**config.mk**
```make
export PLATFORM = sky130hd
export DESIGN_NAME = fifo_wr_ctrl_flat
export DESIGN_NICKNAME = d
export VERILOG_FILES = /design/src/rtl/fifo_pkg.sv /design/src/rtl/fifo_wr_ctrl_if.sv /design/src/rtl/sync_2ff.sv /design/src/rtl/fifo_wr_ctrl.sv /design/src/flat_wrapper.sv
export SDC_FILE = /design/constraint.sdc
export NUM_CORES = 1
export LEC_CHECK = 0
export ABC_AREA = 1
export CORE_UTILIZATION = 40
export DETAILED_ROUTE_END_ITERATION = 8
export PLACE_DENSITY = 0.7
export SLEW_MARGIN = 10
export SYNTH_ARGS = -nofsm -noshare
export SYNTH_HDL_FRONTEND = slang
export SYNTH_SLANG_ARGS = --single-unit
export TNS_END_PERCENT = 1
```
**constraint.sdc**
```tcl
create_clock -name i_wr_clk -period 4.1 [get_ports i_wr_clk]
set_clock_uncertainty 0.2 [all_clocks]
set_input_delay 0.82 -clock i_wr_clk [delete_from_list [all_inputs] [get_ports i_wr_clk]]
set_output_delay 0.82 -clock i_wr_clk [all_outputs]
set_load 0.02 [all_outputs]
```
**src/rtl/fifo_pkg.sv**
```systemverilog
// Pointer helpers shared by the write- and read-domain FIFO controllers.
// Conversions work on a wide word; callers zero-extend and truncate to their pointer width.
package fifo_pkg;

  localparam int unsigned MAX_PW = 32;

  typedef logic [MAX_PW-1:0] ptr_word_t;

  // Pointer width for a FIFO of the given depth: address bits plus one wrap bit.
  function automatic int unsigned ptr_width(input int unsigned depth);
    return $clog2(depth) + 1;
  endfunction

  function automatic ptr_word_t bin2gray(input ptr_word_t b);
    return b ^ (b >> 1);
  endfunction

  function automatic ptr_word_t gray2bin(input ptr_word_t g);
    ptr_word_t b;
    b[MAX_PW-1] = g[MAX_PW-1];
    for (int i = MAX_PW - 2; i >= 0; i--) begin
      b[i] = b[i+1] ^ g[i];
    end
    return b;
  endfunction

endpackage

```
**src/rtl/fifo_wr_ctrl_if.sv**
```systemverilog
// Producer-side bundle of the FIFO write controller.
// The master modport is the producer, the slave modport is the controller.
interface fifo_wr_ctrl_if #(
  parameter int unsigned DEPTH = 512
);
  import fifo_pkg::*;

  localparam int unsigned PW = ptr_width(DEPTH);

  logic          i_wr_en;
  logic [PW-1:0] i_g_rd_ptr;
  logic          i_clr_overflow;
  logic [PW-1:0] o_b_wr_ptr;
  logic [PW-1:0] o_g_wr_ptr;
  logic          o_full;
  logic          o_almost_full;
  logic [PW-1:0] o_wr_count;
  logic          o_overflow;

  modport master (
    output i_wr_en, i_g_rd_ptr, i_clr_overflow,
    input  o_b_wr_ptr, o_g_wr_ptr, o_full, o_almost_full, o_wr_count, o_overflow
  );

  modport slave (
    input  i_wr_en, i_g_rd_ptr, i_clr_overflow,
    output o_b_wr_ptr, o_g_wr_ptr, o_full, o_almost_full, o_wr_count, o_overflow
  );

endinterface

```
**src/rtl/sync_2ff.sv**
```systemverilog
// Two-flop synchronizer for a Gray-coded pointer crossing into i_clk.
// No logic between the stages, so only one bit can be caught mid-transition.
module sync_2ff #(
  parameter int unsigned WIDTH = 1
) (
  input  logic             i_clk,
  input  logic             i_rst,
  input  logic [WIDTH-1:0] i_d,
  output logic [WIDTH-1:0] o_q
);

  logic [WIDTH-1:0] r_q1;
  logic [WIDTH-1:0] r_q2;

  always_ff @(posedge i_clk or posedge i_rst) begin
    if (i_rst) begin
      r_q1 <= '0;
      r_q2 <= '0;
    end else begin
      r_q1 <= i_d;
      r_q2 <= r_q1;
    end
  end

  assign o_q = r_q2;

endmodule

```
**src/rtl/fifo_wr_ctrl.sv**
```systemverilog
// Write-domain controller of the async FIFO: binary/Gray write pointers,
// synchronized read pointer, full / almost-full / fill count / sticky overflow.
module fifo_wr_ctrl
  import fifo_pkg::*;
#(
  parameter int unsigned DEPTH              = 512,
  parameter int unsigned ALMOST_FULL_THRESH = DEPTH - 4
) (
  input  logic         i_wr_clk,
  input  logic         i_wr_rst,
  fifo_wr_ctrl_if.slave wr_if
);

  localparam int unsigned PW = ptr_width(DEPTH);

  logic [PW-1:0] r_b_wr_ptr;
  logic [PW-1:0] r_g_wr_ptr;
  logic [PW-1:0] r_wr_count;
  logic          r_full;
  logic          r_almost_full;
  logic          r_overflow;

  logic [PW-1:0] w_rq2;
  logic          w_wr_ok;
  logic [PW-1:0] w_b_next;
  logic [PW-1:0] w_g_next;
  logic [PW-1:0] w_rd_bin;
  logic [PW-1:0] w_fill;
  logic [PW-1:0] w_full_pat;

  sync_2ff #(
    .WIDTH (PW)
  ) u_rd_ptr_sync (
    .i_clk (i_wr_clk),
    .i_rst (i_wr_rst),
    .i_d   (wr_if.i_g_rd_ptr),
    .o_q   (w_rq2)
  );

  // NOTE: every signal here is assigned on every pass, so no latch can be inferred.
  always_comb begin
    w_wr_ok    = wr_if.i_wr_en && !r_full;
    w_b_next   = r_b_wr_ptr + PW'(w_wr_ok);
    w_g_next   = PW'(bin2gray(MAX_PW'(w_b_next)));
    w_rd_bin   = PW'(gray2bin(MAX_PW'(w_rq2)));
    w_fill     = w_b_next - w_rd_bin;
    // Full when the write pointer is one lap ahead: Gray form flips the top two bits.
    w_full_pat = {~w_rq2[PW-1:PW-2], w_rq2[PW-3:0]};
  end

  // NOTE: non-blocking assignments keep every flop updating from pre-edge values.
  always_ff @(posedge i_wr_clk or posedge i_wr_rst) begin
    if (i_wr_rst) begin
      r_b_wr_ptr    <= '0;
      r_g_wr_ptr    <= '0;
      r_wr_count    <= '0;
      r_full        <= 1'b0;
      r_almost_full <= 1'b0;
      r_overflow    <= 1'b0;
    end else begin
      r_b_wr_ptr    <= w_b_next;
      r_g_wr_ptr    <= w_g_next;
      r_wr_count    <= w_fill;
      r_full        <= (w_g_next == w_full_pat);
      r_almost_full <= (w_fill >= PW'(ALMOST_FULL_THRESH));
      // Set has priority over clear so a rejected write is never lost.
      if (wr_if.i_wr_en && r_full) begin
        r_overflow <= 1'b1;
      end else if (wr_if.i_clr_overflow) begin
        r_overflow <= 1'b0;
      end
    end
  end

  assign wr_if.o_b_wr_ptr    = r_b_wr_ptr;
  assign wr_if.o_g_wr_ptr    = r_g_wr_ptr;
  assign wr_if.o_wr_count    = r_wr_count;
  assign wr_if.o_full        = r_full;
  assign wr_if.o_almost_full = r_almost_full;
  assign wr_if.o_overflow    = r_overflow;

endmodule

```
**src/flat_wrapper.sv**
```systemverilog
// flat-port wrapper written by rule: the top's interface ports become plain ports
module fifo_wr_ctrl_flat import fifo_pkg::*;
#(
  parameter int unsigned DEPTH              = 512,
  parameter int unsigned ALMOST_FULL_THRESH = DEPTH - 4
)
  (i_wr_clk, i_wr_rst, wr_if_i_wr_en, wr_if_i_g_rd_ptr, wr_if_i_clr_overflow, wr_if_o_b_wr_ptr, wr_if_o_g_wr_ptr, wr_if_o_full, wr_if_o_almost_full, wr_if_o_wr_count, wr_if_o_overflow);
  fifo_wr_ctrl_if #(.DEPTH(DEPTH)) wr_if_i ();
  input  logic i_wr_clk;
  input  logic i_wr_rst;
  input wire logic [$bits(wr_if_i.i_wr_en)-1:0] wr_if_i_wr_en;
  input wire logic [$bits(wr_if_i.i_g_rd_ptr)-1:0] wr_if_i_g_rd_ptr;
  input wire logic [$bits(wr_if_i.i_clr_overflow)-1:0] wr_if_i_clr_overflow;
  output wire logic [$bits(wr_if_i.o_b_wr_ptr)-1:0] wr_if_o_b_wr_ptr;
  output wire logic [$bits(wr_if_i.o_g_wr_ptr)-1:0] wr_if_o_g_wr_ptr;
  output wire logic [$bits(wr_if_i.o_full)-1:0] wr_if_o_full;
  output wire logic [$bits(wr_if_i.o_almost_full)-1:0] wr_if_o_almost_full;
  output wire logic [$bits(wr_if_i.o_wr_count)-1:0] wr_if_o_wr_count;
  output wire logic [$bits(wr_if_i.o_overflow)-1:0] wr_if_o_overflow;
  assign wr_if_i.i_wr_en = wr_if_i_wr_en;
  assign wr_if_i.i_g_rd_ptr = wr_if_i_g_rd_ptr;
  assign wr_if_i.i_clr_overflow = wr_if_i_clr_overflow;
  assign wr_if_o_b_wr_ptr = wr_if_i.o_b_wr_ptr;
  assign wr_if_o_g_wr_ptr = wr_if_i.o_g_wr_ptr;
  assign wr_if_o_full = wr_if_i.o_full;
  assign wr_if_o_almost_full = wr_if_i.o_almost_full;
  assign wr_if_o_wr_count = wr_if_i.o_wr_count;
  assign wr_if_o_overflow = wr_if_i.o_overflow;
  fifo_wr_ctrl #(.DEPTH(DEPTH), .ALMOST_FULL_THRESH(ALMOST_FULL_THRESH)) u_core (.i_wr_clk(i_wr_clk), .i_wr_rst(i_wr_rst), .wr_if(wr_if_i));
endmodule
```
Word level (Yosys, flattened, before mapping)
Index checks and enable logic that the tools add are counted.

Flip-flop bits (word level): 53. Bits of input ports: 14. Output and inout port bits: 33.

$add $sub $neg: 2. Order comparisons: 1. Eq/ne operators: 1. Multiplexer cells: 2. Bitwise gates (word level): 11. Reduce and logical (&&, ||, !) cells: 4.

Operators with widths (count): $add A10 B1 Y10 (1); $eq A10 B10 Y1 (1); $ge A10 B9 Y1 const B (1); $sub A10 B10 Y10 (1); $xor A10 B9 Y10 (1); $xor A1 B1 Y1 (9); $logic_and A1 B1 Y1 (2); $mux W1 (2); $not A2 Y2 (1); $reduce_bool A2 Y1 (1); $logic_not A1 Y1 (1).

Logic depth before layout (Yosys ltp)
Gate-level depths: netlist (run 1).

Depth in word-level cells: 11. Gate-level depth with buffers: 25. Mapped depth without buffers: 25.

Cells and area by module
Synthesis (run 1) repeated with hierarchy kept, for this count alone.

Cells, all modules: 257. Area, all modules: 2448.6 sq um.

By module, submodules not included: fifo_wr_ctrl (times used 1, cells each 236, area each 1944.4 sq um, sequential area each 800.8 sq um); sync_2ff (times used 1, cells each 21, area each 504.2 sq um, sequential area each 500.5 sq um).

Least setup slack after synthesis (run 1)
No wires, ideal clock.

Path kind: input -> register. From: input wr_if_i_wr_en. To: register u_core.r_almost_full, in the netlist u_core.wr_if.o_almost_full. Arrival: 3.132 ns. Setup slack: 0.694 ns. Cell stages on the path: 19. Path through: inv_1 -> nor2_1 -> ha_1 -> ha_1 -> nand3_2 -> nor2_2 -> nand2_2 -> xnor2_4 -> ha_1 -> nand2_1 -> a21oi_1 -> a211oi_1 -> nand2_1 -> nand2_1 -> nand2_1 -> a21oi_1 -> xor2_1 -> inv_1 -> o21ai_2.

Cells in the longest elaborated chain, start to end: 4.

RTL lines: start: declaration (line flat_wrapper.sv:11) `input wire logic [$bits(wr_if_i.i_wr_en)-1:0] wr_if_i_wr_en;`; $logic_and A1 B1 Y1 (line fifo_wr_ctrl.sv:42) `w_wr_ok = wr_if.i_wr_en && !r_full;`; $add A10 B1 Y10 (line fifo_wr_ctrl.sv:43) `w_b_next = r_b_wr_ptr + PW'(w_wr_ok);`; net u_core.w_b_next[6] (line fifo_wr_ctrl.sv:25) `logic [PW-1:0] w_b_next;`; $sub A10 B10 Y10 (line fifo_wr_ctrl.sv:46) `w_fill = w_b_next - w_rd_bin;`; net u_core.w_fill[9] (line fifo_wr_ctrl.sv:28) `logic [PW-1:0] w_fill;`; $ge A10 B9 Y1 (line fifo_wr_ctrl.sv:65) `r_almost_full <= (w_fill >= PW'(ALMOST_FULL_THRESH));`; end signal: assignment (line fifo_wr_ctrl.sv:65); end: declaration (line fifo_wr_ctrl.sv:20) `logic r_almost_full;`.

The timed path passes the listed nets, and every way through them passes these cells. A chain may end at the register's enable or synchronous reset.

Worst setup path in the final report (run 1)
Ends and elaborated chain as after synthesis.

==> results of run 1 <==
## final timing paths
kind,from,end,slack [ps],depth (start not counted)
max,wr_if_i_wr_en,u_core.wr_if.o_almost_full,360,20
min,u_core.u_rd_ptr_sync.r_q1[6],u_core.u_rd_ptr_sync.o_q[6],150,0
max reg2reg,u_core.u_rd_ptr_sync.o_q[9],u_core.wr_if.o_almost_full,400,21
min reg2reg,u_core.u_rd_ptr_sync.r_q1[6],u_core.u_rd_ptr_sync.o_q[6],150,0
max in group asynchronous,i_wr_rst,u_core.wr_if.o_g_wr_ptr[7],2180,2
min in group asynchronous,i_wr_rst,u_core.u_rd_ptr_sync.r_q1[9],880,2
## power groups by stage
stage | sequential, mW | combinational (mW) | clock [mW]
floorplan | 0.925 | 0.693 | 0
global placement | 0.768 | 1.32 | 0
detailed placement | 0.763 | 1.34 | 0
CTS | 0.757 | 1.35 | 0.346
global route | 0.774 | 1.48 | 0.372
finish | 0.756 | 1.34 | 0.333
## Yosys cell counts (2+ instances only)
master,number,area (um^2)
nand2_1,53,199
dfrtp_1,52,1300
inv_1,45,169
nand3_1,28,140
xor2_1,18,158
ha_1,11,138
a21oi_1,8,40.0
nor2_1,6,22.5
nand2_2,5,31.3
o21ai_0,5,25.0
nand3_2,3,30.0
nand4_1,3,18.8
xnor2_1,3,26.3
nor2_2,2,12.5
nor3_1,2,10.0
xnor2_4,2,55.1
## cell families (layout without fill, tap and decap cells)
| logic type | after synthesis | in the layout | share of synthesized area, % |
|---|---|---|---|
| flip-flops | 52 | 52 | 52.8 |
| AO/OA/AOI/OAI | 17 | 17 | 3.96 |
| XOR/XNOR | 24 | 24 | 10.4 |
| adder cells (fa/ha/maj) | 12 | 12 | 6.39 |
| buffers and inverters | 46 | 104 | 7.15 |
| AND/OR/NAND/NOR | 104 | 104 | 19.4 |
## stage by stage
step | setup slack (ps) | area, um^2 | util [%]
finish | 356 | 3160 | 53.3
global route | 42.8 | 3160 | 53.3
CTS | 320 | 3160 | 53.3
detailed placement | 10.2 | 3050 | 51.5
global placement | 210 | 3050 | 51.5
floorplan | 694 | 2470 | -
## cell type report
type                       instances  share of cell area [%]
sequential                        52                    41.2
clock buffer                       6                    2.30
multi-input combinational        157                    31.3
timing repair buffer              51                    15.8
inverter                          45                    5.35
clock inverter                     2                    1.11
tap                               75                    2.97
## state kept, by name, indices dropped and copies added (netlist names)
name                        flops
u_core.u_rd_ptr_sync.o_q       10
u_core.u_rd_ptr_sync.r_q1      10
u_core.wr_if.o_almost_full      1
u_core.wr_if.o_b_wr_ptr        10
u_core.wr_if.o_full             1
u_core.wr_if.o_g_wr_ptr         9
u_core.wr_if.o_overflow         1
u_core.wr_if.o_wr_count        10
## worst reg2reg max path, delay by kind of cell, from the launching register on
kind | cells | cell delay, ps
xor+xnor | 1 | 260
compound gates | 4 | 770
fa+ha+maj | 2 | 600
buf+inv | 1 | 120
flops | 1 | 400
simple gates | 13 | 1240
## per-layer routing
| layer | up-vias | track usage [%] | share of wire [%] |
|---|---|---|---|
| met3 | 7 | 3.52 | 4.1 |
| met5 | - | 0 | 0 |
| li1 | 911 | - | - |
| met1 | 820 | 19.6 | 48 |
| met4 | 0 | 5.36 | 1.5 |
| met2 | 43 | 24.8 | 47 |
## layout by cell type (no fill, tap or decap), drive strengths merged
cell type	n
xor2	19
nor2	8
o311ai	1
nor3	2
clkdlybuf4s50	46
a21oi	8
clkinv	1
o21bai	1
xnor2	5
inv	45
ha	11
buf	5
nand3b	1
nand4	3
nand2	58
or2	1
nand3	31
o21ai	6
a211oi	1
dfrtp	52
bufinv	1
fa	1
clkbuf	6
==> metrics, run 1 <==
ANT cells=0; max-slew violations=0; worst slew pin tran=1020 ps; Fin. Hold Viols=0; input/output buffers=46; unrepaired setup endpoints after global routing=false; htree depth=2; share of power burned in registers=31.1%; Setup Buffers After CTS=0; CP peak stage delay=480 ps; DRT iter0 DRCs=between 100 and 150; Logic pwr share=approximately 55%; Critical path buffers and inverters=3; initial antenna violation count=0; Nets=338; Mapped Cells=between 200 and 300; PwrDens=770 mW/mm^2; multi-input logic area=988 um^2; Slew headroom=approximately a third; Hold Buf Count CTS=0; CP endpoint kind=flip-flop; min-delay worst type=flip-flop to flip-flop; Tcrit/Tclk final=91.3%; Starting Density=41.7%; Pint=1.43 mW; final setup fails=0; Power, Total=2.43 mW; Tmin final=3740 ps; CP delay by family, top=simple AND/OR/NAND/NOR gates; Die ar.=0.00648 mm^2; most used cell, CP=nand2_1; Sw Share=about two fifths; DR DRC count=0; CORE AREA=0.00592 mm^2; leakage power=1.57 nW; top_reg_cell synth=dfrtp_1; TNS Setup=0 ps; Post-synth EDFFs=0; Netlist cell types=25; area grow syn2layout=28.1%; sequential element share of the synthesized area=between 50% and 60%; crit path max fanout=3; CTS Buf Count=5; 1st-pass router iterations=4; CTS tree=yes; Worst path slowest cell=clkdlybuf4s50_1; Synth Warn #=0; Die Y=about 80 um; clk sinks=52; io pins=47; grt ovf=0; WP data arrival=3770 ps; overall routing resource usage=between 15 and 20%; Via Count=1781; layout cells sized above 1=8.95%; Clock Pin Slew Worst Setup and Hold Paths=80 ps; routability cong.=approximately 0.84; status=finished, final reports clean; Critical Path Start Type=primary input; Post-Place Cells=380; Final Non-Filler Cells=roughly 390; Post-DP HPWL=3320 um; Clk Latency, worst-skew pair=300 ps; Min Hold Slack=152 ps; largest net degree at the start of global routing=53; worst-path cell chain=clkdlybuf4s50_1 > inv_1 > nor2_1 > ha_1 > ha_1 > nand3_2 > nor2_2 > nand2_2 > xnor2_4 > ha_1 > nand2_1 > a21oi_1 > a211oi_1 > nand2_1 > nand2_1 > nand2_1 > a21oi_1 > xor2_1 > inv_1 > o21ai_2; CTS max path bufs=2; max-capacitance violation count=0; DR vias/cell=4.59; post_cts resized=0; Sw Pwr=1.00 mW; CTS root buf=clkbuf_8; WL final=4390 um; asr flop ratio synth=100%; Clk pwr share=~14%; first-pass GRT wire length=7530 um; row count=28; Die W=around 81 um; WS Path Type=primary input to flip-flop; VDD IR-drop max=~340 uV; fillers=roughly 540; WL/cell=between 10 and 15 um; syn_area_per_cell=~9.7 um^2; syn nets=approximately 280; mapped cell area=0.00247 mm^2; DRT antenna net count=0; sequential cell area=0.00130 mm^2; register bit count reported by yosys=52; Critical Path RT=4130 ps; maximum clock frequency=roughly 0.27 GHz; number of global-route vias before repair=about 1800
Power figures use the tool's default switching activity.
==> inputs of run 2 (changes only) <==
CORE_UTILIZATION = 51   (was 40)
CTS_CLUSTER_DIAMETER = 100   (was unset)
PLACE_DENSITY = 0.85   (was 0.7)
SLEW_MARGIN = 0   (was 10)
==> run 2 against run 1 <==
Effect of this change: wire length is 6.7% lower; hold slack better by 0.53 ps; fmax is 0.59% lower; design area is 1.6% lower; first-iteration DRC count is 6.9% lower; critical path depth stayed put; utilization is 16 points higher; critical endpoint unchanged; highest routed layer unchanged; total power is 2.5% lower; combinational power hardly changed; register-to-register slack better by 90 ps; non-clock buffer count is 1 lower; sequential share of layout area is 0.66 points higher.
==> metrics, run 2 (synthesis gave the netlist of run 1 again) <==
status=finished, final reports clean; setup ws final=333 ps; WP data arrival=3800 ps; VDD IR-drop max=437 uV; first-pass GRT wire length=7360 um; crit path max fanout=3; CTS tree=yes; io pins=47; DRT iter0 DRCs=108; Fin. Hold Viols=0; ANT cells=0; Starting Density=54.7%; htree depth=2; Clk Latency, worst-skew pair=approximately 300 ps; WL/cell=11.3 um; max-capacitance violation count=0; CP endpoint kind=flip-flop; WS Path Type=primary input to flip-flop; CORE AREA=between 0.004 and 0.005 mm^2; cell area after placement=0.00301 mm^2; Post-DP HPWL=roughly 3100 um; DR vias/cell=4.90; routability cong.=0.875; unrepaired setup endpoints after global routing=false; most frequent cells in the layout=nand2_1 (53), dfrtp_1 (52), clkdlybuf4s50_1 (46); leakage power=1.55 nW; DR DRC count=0; worst slew pin tran=984 ps; Hold Buf Count CTS=0; CTS root buf=clkbuf_8; DRT antenna net count=0; fin area=0.00311 mm^2; Die ar.=0.00512 mm^2; pre-CTS WS=around 31 ps; min-delay worst type=flip-flop to flip-flop; grt ovf=0; Die Y=between 70 and 80 um; final setup fails=0; largest net degree at the start of global routing=53; most common cell after layout, fill and taps aside=nand2_1; PwrDens=about 760 mW/mm^2; Via Count=1784; layout cells sized above 1=8.65%; TNS Setup=0 ps; Nets=approximately 340; initial antenna violation count=0; row count=24; Tmin final=between 3000 and 4000 ps; Die W=71.5 um; multi-input logic area=988 um^2; Tcrit/Tclk final=91.9%; max-slew violations=0; 1st-pass router iterations=4; Clock Pin Slew Worst Setup and Hold Paths=approximately 80 ps; Slew headroom=34.3%; number of global-route vias before repair=between 1500 and 2000; CTS Buf Count=5; WL final=4100 um; clk sinks=52; area grow syn2layout=26.0%; sequential cell area=0.00130 mm^2; fillers=351; input/output buffers=46; CTS max path bufs=2; overall routing resource usage=18.7%; Critical Path RT=4130 ps; maximum clock frequency=0.265 GHz; Critical Path Start Type=primary input
[run 2: cell types whose count changed in the layout (fill, tap and decap cells not counted), sizes merged]
cell,before,now
buf,5,4
clkinv,1,0
clkinvlp,0,1
clkbuf,6,7
bufinv,1,0
[run 2: final cells by class]
cell class,instances,area share (%)
Clock buffer,7,2.78
Clock inverter,1,0.242
Inverter,45,5.43
Multi-Input combinational cell,157,31.8
Sequential cell,52,41.9
Tap cell,52,2.09
Timing Repair Buffer,50,15.8
[run 2: critical path: stages]
cell             delay [ps]
clkdlybuf4s50_1         480
inv_1                    50
nor2_1                  100
ha_1                    180
ha_1                    210
nand3_2                 110
nor2_2                  150
nand2_2                 110
xnor2_4                 150
ha_1                    330
nand2_1                 100
a21oi_1                  50
a211oi_1                240
nand2_1                  90
nand2_1                  90
nand2_1                  50
a21oi_1                 150
xor2_1                  210
inv_1                    70
o21ai_2                  60
[run 2: what timing repair did]
action | CTS | global route
buffers inserted | 0 | 0
setup endpoints to repair | 0 | 1
gates resized for setup | 0 | 1
[run 2: stage by stage]
stage / util [%] / instances / hold WS, ps / power [mW]
after CTS: 69.0 / 364 / 154 / 2.38
after detailed placement: 66.9 / 356 / 135 / 2.07
final: 69.0 / 364 / 152 / 2.37
after global placement: 66.9 / 356 / 132 / 2.06
after global routing: 69.0 / 364 / 162 / 2.56
after floorplan: - / 255 / 131 / 1.62
[run 2: power by group]
| group | internal (mW) | total, mW | switching, mW | leakage (nW) |
|---|---|---|---|---|
| combinational | 0.569 | 1.33 | 0.757 | 0.895 |
| sequential | 0.667 | 0.756 | 0.0887 | 0.614 |
| clock | 0.137 | 0.288 | 0.151 | 0.0445 |
[run 2: per-layer routing]
metal	part of all wire, %	vias up	GRT usage, %
met5	0	-	0
met4	1.5	0	6.54
met3	5.3	9	4.50
met2	45	57	30.2
met1	48	809	25.0
li1	-	909	-
[run 2: final timing paths]
check	startpoint	end	slack, ps	depth (start not counted)
setup / recovery	wr_if_i_wr_en	u_core.wr_if.o_almost_full	330	20
hold / removal	u_core.u_rd_ptr_sync.r_q1[2]	u_core.u_rd_ptr_sync.o_q[2]	150	0
min in group asynchronous	i_wr_rst	u_core.wr_if.o_almost_full	870	2
setup reg to reg	u_core.u_rd_ptr_sync.o_q[9]	u_core.wr_if.o_almost_full	490	22
max in group asynchronous	i_wr_rst	u_core.wr_if.o_b_wr_ptr[5]	2230	2
hold reg to reg	u_core.u_rd_ptr_sync.r_q1[2]	u_core.u_rd_ptr_sync.o_q[2]	150	0
